<file path="src/rtl/booth4_pkg.sv">
// Shared definitions for the radix-4 Booth recoder family.
// Holds the partial-product select encodings, the sequencer state type and
// the decoded digit record used by booth4_digit_dec and booth4_sel_gen.
package booth4_pkg;

  // Partial-product mux select encodings (2'b11 is never driven)
  localparam logic [1:0] SEL_ZERO = 2'b00;
  localparam logic [1:0] SEL_1M   = 2'b01;
  localparam logic [1:0] SEL_2M   = 2'b10;

  typedef enum logic [1:0] {
    IDLE = 2'd0,
    EMIT = 2'd1,
    DONE = 2'd2
  } state_t;

  typedef struct packed {
    logic [1:0] sel;
    logic       neg;
  } digit_t;

  function automatic logic digit_is_zero(input digit_t d);
    return (d.sel == SEL_ZERO);
  endfunction

endpackage

</file>
<file path="src/rtl/booth4_digit_dec.sv">
// Combinational radix-4 Booth triplet decoder.
// Maps (b2i+1, b2i, b2i-1) to a mux select and negate flag. Zero digits
// always carry neg = 0 so the downstream adder never injects a stray +1.
module booth4_digit_dec
  import booth4_pkg::*;
(
  input  logic [2:0] i_trip,
  output digit_t     o_digit
);

  // Triplet to {sel, neg} lookup
  always_comb begin
    o_digit.sel = SEL_ZERO;
    o_digit.neg = 1'b0;
    case (i_trip)
      3'b001, 3'b010: begin o_digit.sel = SEL_1M; o_digit.neg = 1'b0; end
      3'b011:         begin o_digit.sel = SEL_2M; o_digit.neg = 1'b0; end
      3'b100:         begin o_digit.sel = SEL_2M; o_digit.neg = 1'b1; end
      3'b101, 3'b110: begin o_digit.sel = SEL_1M; o_digit.neg = 1'b1; end
      default:        begin o_digit.sel = SEL_ZERO; o_digit.neg = 1'b0; end
    endcase
  end

endmodule

</file>
<file path="src/rtl/booth4_sel_gen.sv">
// Radix-4 Booth recoder/sequencer feeding the partial-product select mux.
// Loads a signed multiplier and hands out one digit per valid/ready
// handshake, least-significant digit first.
// Optional build macro BOOTH4_SKIP_ZERO_EN: non-final zero digits are
// skipped without a handshake and an nz_count output is added.
//
// state | meaning
// ------+-------------------------------------------------------------
// IDLE  | waiting for start; mult captured into the shift register
// EMIT  | presenting digit sr[2:0]; advances on handshake (or skip)
// DONE  | one-cycle done pulse, busy still high, then back to IDLE
module booth4_sel_gen
  import booth4_pkg::*;
#(
  parameter int WIDTH = 8,
  parameter int IDX_W = $clog2(WIDTH/2)
) (
  input  logic             clk,
  input  logic             rst,
  input  logic             start,
  input  logic [WIDTH-1:0] mult,
  output logic             busy,
  output logic             sel_valid,
  input  logic             sel_ready,
  output logic [1:0]       sel,
  output logic             neg,
  output logic [IDX_W-1:0] digit_idx,
  output logic             last,
  output logic             done
`ifdef BOOTH4_SKIP_ZERO_EN
  ,
  output logic [IDX_W:0]   nz_count
`endif
);

  localparam int               NDIG     = WIDTH / 2;
  localparam logic [IDX_W-1:0] LAST_IDX = IDX_W'(NDIG - 1);

  state_t           r_state;
  logic [WIDTH:0]   r_sr;
  logic [IDX_W-1:0] r_idx;
  logic             r_busy;
  logic             r_done;

  digit_t w_digit;
  logic   w_emit;
  logic   w_last;
  logic   w_skip;
  logic   w_valid;
  logic   w_hs;
  logic   w_adv;

  booth4_digit_dec u_dec (
    .i_trip  (r_sr[2:0]),
    .o_digit (w_digit)
  );

  // Digit presentation and handshake qualification
  always_comb begin
    w_emit = (r_state == EMIT);
    w_last = w_emit && (r_idx == LAST_IDX);
`ifdef BOOTH4_SKIP_ZERO_EN
    w_skip = w_emit && !w_last && digit_is_zero(w_digit);
`else
    w_skip = 1'b0;
`endif
    w_valid = w_emit && !w_skip;
    w_hs    = w_valid && sel_ready;
    w_adv   = w_hs || w_skip;
  end

  assign busy      = r_busy;
  assign done      = r_done;
  assign sel_valid = w_valid;
  assign sel       = w_emit ? w_digit.sel : SEL_ZERO;
  assign neg       = w_emit ? w_digit.neg : 1'b0;
  assign digit_idx = r_idx;
  assign last      = w_last;

  // Sequencer: load, shift per digit with sign extension, done pulse
  always_ff @(posedge clk) begin
    if (rst) begin
      r_state <= IDLE;
      r_sr    <= '0;
      r_idx   <= '0;
      r_busy  <= 1'b0;
      r_done  <= 1'b0;
    end else begin
      case (r_state)
        IDLE: begin
          r_done <= 1'b0;
          if (start) begin
            r_sr    <= {mult, 1'b0};
            r_idx   <= '0;
            r_busy  <= 1'b1;
            r_state <= EMIT;
          end
        end
        EMIT: begin
          if (w_adv) begin
            r_sr <= {r_sr[WIDTH], r_sr[WIDTH], r_sr[WIDTH:2]};
            if (w_last) begin
              r_done  <= 1'b1;
              r_state <= DONE;
            end else begin
              r_idx <= r_idx + 1'b1;
            end
          end
        end
        DONE: begin
          r_done  <= 1'b0;
          r_busy  <= 1'b0;
          r_state <= IDLE;
        end
        default: begin
          r_done  <= 1'b0;
          r_busy  <= 1'b0;
          r_state <= IDLE;
        end
      endcase
    end
  end

`ifdef BOOTH4_SKIP_ZERO_EN
  logic [IDX_W:0] r_nz_count;

  // Count non-zero digits actually handed downstream
  always_ff @(posedge clk) begin
    if (rst) begin
      r_nz_count <= '0;
    end else if ((r_state == IDLE) && start) begin
      r_nz_count <= '0;
    end else if (w_hs && !digit_is_zero(w_digit)) begin
      r_nz_count <= r_nz_count + 1'b1;
    end
  end

  assign nz_count = r_nz_count;
`endif

endmodule

</file>
<file path="config.mk">
export PLATFORM = sky130hd
export DESIGN_NAME = booth4_sel_gen
export DESIGN_NICKNAME = d
export VERILOG_FILES = /design/src/rtl/booth4_pkg.sv /design/src/rtl/booth4_digit_dec.sv /design/src/rtl/booth4_sel_gen.sv
export SDC_FILE = /design/constraint.sdc
export NUM_CORES = 1
export LEC_CHECK = 0
export CORE_MARGIN = 8
export CORE_UTILIZATION = 25
export CTS_CLUSTER_SIZE = 20
export DETAILED_ROUTE_END_ITERATION = 7
export GPL_TIMING_DRIVEN = 0
export HOLD_SLACK_MARGIN = 0.1
export PLACE_DENSITY_LB_ADDON = 0.3
export SETUP_SLACK_MARGIN = 0.2
export SYNTH_ARGS = -nofsm -noshare
export SYNTH_HDL_FRONTEND = slang
export SYNTH_SLANG_ARGS = --single-unit
</file>
<file path="constraint.sdc">
create_clock -name clk -period 1.7 [get_ports clk]
set_input_delay 0.51 -clock clk [delete_from_list [all_inputs] [get_ports clk]]
set_output_delay 0.51 -clock clk [all_outputs]
set_load 0.01 [all_outputs]
</file>
### Word level (Yosys, flattened, before mapping)

Index checks and enable logic that the tools add are counted.

| storage, ports and cells | value |
|---|---|
| word-level logic and storage cells | 49 |
| flip-flop bits (word level) | 15 |
| input bits | 12 |

| operators by class | value |
|---|---|
| $add $sub $neg | 1 |
| reductions and logical operators | 13 |
| muxes and demuxes | 16 |
| bitwise gates (word level) | 1 |
| equal/unequal tests | 12 |

Operators by type and width:

| operator | count |
|---|---|
| $pmux 9 s2 | 1 |
| $mux 2 | 7 |
| $pmux 3 s4 | 1 |
| $eq 3x3->1 const B | 3 |
| $mux 9 | 1 |
| $reduce_and 3->1 | 3 |
| $mux 8 | 1 |
| $pmux 2 s2 | 2 |
| $eq 3x2->1 const B | 2 |
| $ne 2x2->1 const B | 3 |
| $reduce_or 2->1 | 3 |
| $reduce_and 2->1 | 2 |
| $reduce_and 4->1 | 1 |
| $eq 3x1->1 const B | 1 |
| $add 2x1->2 const B | 1 |
| $eq 2x1->1 const B | 1 |
| $eq 2x2->1 const B | 1 |
| $logic_and 1x1->1 | 2 |
| $logic_not 2->1 | 1 |
| $mux 1 | 2 |
| $ne 2x1->1 const B | 1 |
| $pmux 1 s2 | 1 |
| $reduce_bool 2->1 | 1 |
| $not 1->1 | 1 |

### Depth between registers and ports, before layout

| logic depth | value |
|---|---|
| word-level depth | 5 |
| gate-level depth with buffers | 5 |
| gate-level depth less buffers | 4 |

### Hierarchy

From an unflattened synthesis, not the netlist that was laid out.

| unflattened totals | value |
|---|---|
| cell total of the unflattened synthesis | 82 |
| area total of the unflattened synthesis | 728.2 um^2 |

By module, submodules not included:

| module | cells an instance | area an instance (um^2) | instances |
|---|---|---|---|
| booth4_sel_gen | 77 | 696.9 | 1 |
| booth4_digit_dec | 5 | 31.3 | 1 |

### Worst setup path before layout

Ideal clock, no wire load.

| timing | value |
|---|---|
| kind | reg-to-output |
| start | register r_state[1] |
| end | output port neg |
| setup slack | 0.215 ns |
| required time | 1.190 ns |
| stages on the path, launching flop included | 4 |
| arrival time | 0.975 ns |
| cell sequence | dfxtp_1 nand2b_1 buf_2 a211oi_1 |

| on the way | value |
|---|---|
| cells in the longest elaborated chain, start to end | 2 |

RTL lines:

| element | RTL line | text |
|---|---|---|
| start: declaration | booth4_sel_gen.sv:39 | `state_t r_state;` |
| start signal: assignment | booth4_sel_gen.sv:83 | `r_state <= IDLE;` |
| start signal: assignment | booth4_sel_gen.sv:96 | `r_state <= EMIT;` |
| start signal: assignment | booth4_sel_gen.sv:104 | `r_state <= DONE;` |
| $eq 2x1->1 | booth4_sel_gen.sv:60 | `w_emit = (r_state == EMIT);` |
| $mux 1 | booth4_sel_gen.sv:76 | `assign neg = w_emit ? w_digit.neg : 1'b0;` |
| end: declaration | booth4_sel_gen.sv:26 | `output logic neg,` |

Every way passes these cells.

### Final worst setup path

| timing | value |
|---|---|
| start | register r_state[0] |
| end | output port neg |

The elaborated chain is that of the path after synthesis.

==> qor.csv <==
stage,metric,value,unit
outcome,outcome,"finished, violations left",
outcome,violations,setup timing,
pwr,p_comb_frac,0.213,
place,port_buffers,20,
final_layout,drive_above_1_share,0.257,
cts,clk_latency,0.28,ns
timing,drv_slew,0,
floorplanning,rows,19,
global_route,grt_start_max_net_pins,11,
floorplanning,core,0.00273,mm²
floorplanning,dieArea,0.00482,mm²
synthesis,yosys.area.top_type,dfxtp_1,
pwr,pwr-share-seq,0.514,
synthesis,synth_enable_flop_cells,0,
timing,skew,0.00227,ns
cts,cts_max_path_buffers,2,
setup_path,arrival,1.20,ns
timing,setup_viol,1,
setup_path,required,1.19,ns
cts,ctsHoldBuffers,0,
setup_path,path_common_cell,buf_6,
floorplanning,start_util,0.261,
setup_path,worstPathMaxFanout,6,
pwr,peakVddDrop,0.443,mV
synthesis,synth_top_area_frac,0.420,
setup_path,path_buf_inv,3,
place,hpwl,1.25,mm
floorplanning,die_y,69.5,µm
timing,setup_slack,-0.0105,ns
cts,numCtsBuffers,3,
timing,post-route-period-util,1.01,
global_route,grt_pass1_vias,718,
synthesis,yosysSeqAreaShare,0.420,
pwr,clkPwrFrac,0.273,
place,dp_cells,133,
final_layout,nets,123,
setup_path,crit_slowest_cell,dfxtp_2,
routing,drt_iter0_markers,24,
pwr,power.density,737,mW/mm²
floorplanning,die_x,69.5,µm
timing,maxSlewHeadroom,0.813,
synthesis,avgSynthCellArea,8.71,µm²
final_layout,finish.utilization,0.377,
global_route,globalRoute.totalOverflow,0,
synthesis,ys_async_sr_fraction,0,
global_route,grt_pass1_wl,3.14,mm
cts,cts_htree_levels,1,
routing,drcViolationCount,0,
setup_path,rrSetupSlack,0.26,ns
run,max-cap-violations,0,
min_path,min_path_type,register to register,
routing,drt-total-wl,1.83,mm
cts,clkTransAtPathRegs,0.09,ns
synthesis,synth-main-ff-cell,dfxtp_1,
synthesis,syn_area,714,µm²
routing,vias,676,
final_layout,final_cells,140,
setup_path,cp-start-kind,register,
cts,clock-sinks,15,
cts,root_buffer,clkbuf_4,
timing,setup_tns,-0.0105,ns
timing,min_period,1.71,ns
synthesis,yosys_warnings,0,
setup_path,critical_path.top_delay_family,buffers and inverters,
global_route,grt_antenna_before_repair,0,
synthesis,syn_inst,82,
setup_path,slowest_delay,0.33,ns
final_layout,synthToLayoutAreaGrowth,44.1,%
synthesis,synth_nets,95,
timing,rsz0062_at_grt,true,
timing,fmax,0.585,GHz
floorplanning,ios,21,
routing,wire_per_inst,13.1,µm
pwr,p_leak,0.421,nW
pwr,swShare,0.274,
setup_path,path_cells,"buf_6, nand2b_4, buf_6, a211oi_2, buf_2",
timing,worst_pin_slew,0.280,ns
place,dp_slack,-0.295,ns
routing,ant_nets,0,
routing,viasPerCell,4.83,
setup_path,cp-end-kind,output pin,
synthesis,synthTopCellsByArea,"dfxtp_1 42%, a211oi_1 8.4%, inv_1 4.7%",
cts,cts_tree,yes,
timing,finalHoldViolCount,0,
final_layout,antenna_cells,0,
synthesis,ys_types,27,
place,gp_congestion,0.708,
synthesis,ys_ff_latch,15,
setup_path,criticalPathCategory,register to output pin,
routing,drt-pass1-iter-count,4,
pwr,p_sw,208,µW
pwr,p_int,552,µW
global_route,grt.total_usage,0.0780,
-- layout by cell type (no fill, tap or decap), types with 2 or more instances in the layout --
cell and count:
buf_2 3, o22ai_1 5, dfxtp_4 3, buf_4 4
clkdlybuf4s50_1 9, buf_6 5, nand3b_1 2, a21oi_1 3
dfxtp_2 3, a211oi_1 7, clkbuf_4 3, dlygate4sd2_1 5
nor2_1 7, or3_1 2, mux2i_1 2, nand2_1 2
inv_1 8, dfxtp_1 9, nor3_1 5, nand2b_1 4
-- synthesized netlist by cell type, types with 2 or more instances --
master	instances
buf_6	2
nand2_1	2
nor2_1	7
nand2b_1	5
inv_1	9
dfxtp_1	15
a21oi_1	4
nand3b_1	2
or3_1	2
nor3_1	5
a211oi_1	8
mux2i_1	2
o22ai_1	5
-- flip-flops by register name, indices dropped and copies added (netlist names) --
register   count
r_state        2
digit_idx      2
r_sr           9
busy           1
done           1
-- routing by layer --
layer	GRT usage	wire length (µm)	vias to the layer above
met3	0.0472	153	2
met5	0	0	-
met2	0.128	852	18
met1	0.0844	813	314
met4	0.0137	8	0
li1	-	-	342
-- repair_timing --
item | CTS | global route
pin swaps | 4 | 2
endpoints found under the setup margin | 19 | 6
setup buffers | 3 | 0
resized for setup | 46 | 2
-- final cells by class --
type	count	area (µm²)
Buffer	5	46.3
Clock buffer	4	26.3
Fill cell	288	1700
Inverter	9	36.3
Multi-Input combinational cell	53	363
Sequential cell	15	315
Tap cell	31	38.8
Timing Repair Buffer	23	204
-- worst paths after layout --
path | start | end | cells past startpoint
setup / recovery | r_state[0] | neg | 5
hold / removal | r_sr[7] | r_sr[7] | 2
setup reg to reg | r_state[0] | r_sr[4] | 6
hold reg to reg | r_sr[7] | r_sr[7] | 2
-- metrics by stage --
step / hold slack [ns] / total power, mW / instance area (µm²)
finish: 0.458 / 0.759 / 1030
global placement: 0.442 / 0.547 / 953
detailed placement: 0.444 / 0.550 / 953
global route: 0.484 / 0.803 / 1030
floorplan: 0.430 / 0.485 / 714
CTS: 0.457 / 0.764 / 1030
-- power groups by stage --
stage,clock (mW),sequential (mW),combinational [mW]
floorplan,0,0.397,0.0876
global placement,0,0.397,0.149
detailed placement,0,0.398,0.152
CTS,0.212,0.391,0.161
global route,0.229,0.393,0.181
finish,0.208,0.390,0.162
-- worst reg2reg max path: cells and delay by family, from the launching register on --
kind,cells,cell delay [ns]
simple gates,1,0.36
flops,1,0.33
buf+inv,3,0.41
compound gates,2,0.23
-- logic make-up after synthesis --
group	after synthesis	synth area share
buf+inv	14	0.102
flops	15	0.420
simple gates	27	0.207
compound gates	21	0.198
mux	3	0.0438
fa+ha+maj	1	0.0175
xor+xnor	1	0.0123
Power figures use the tool's default switching activity.
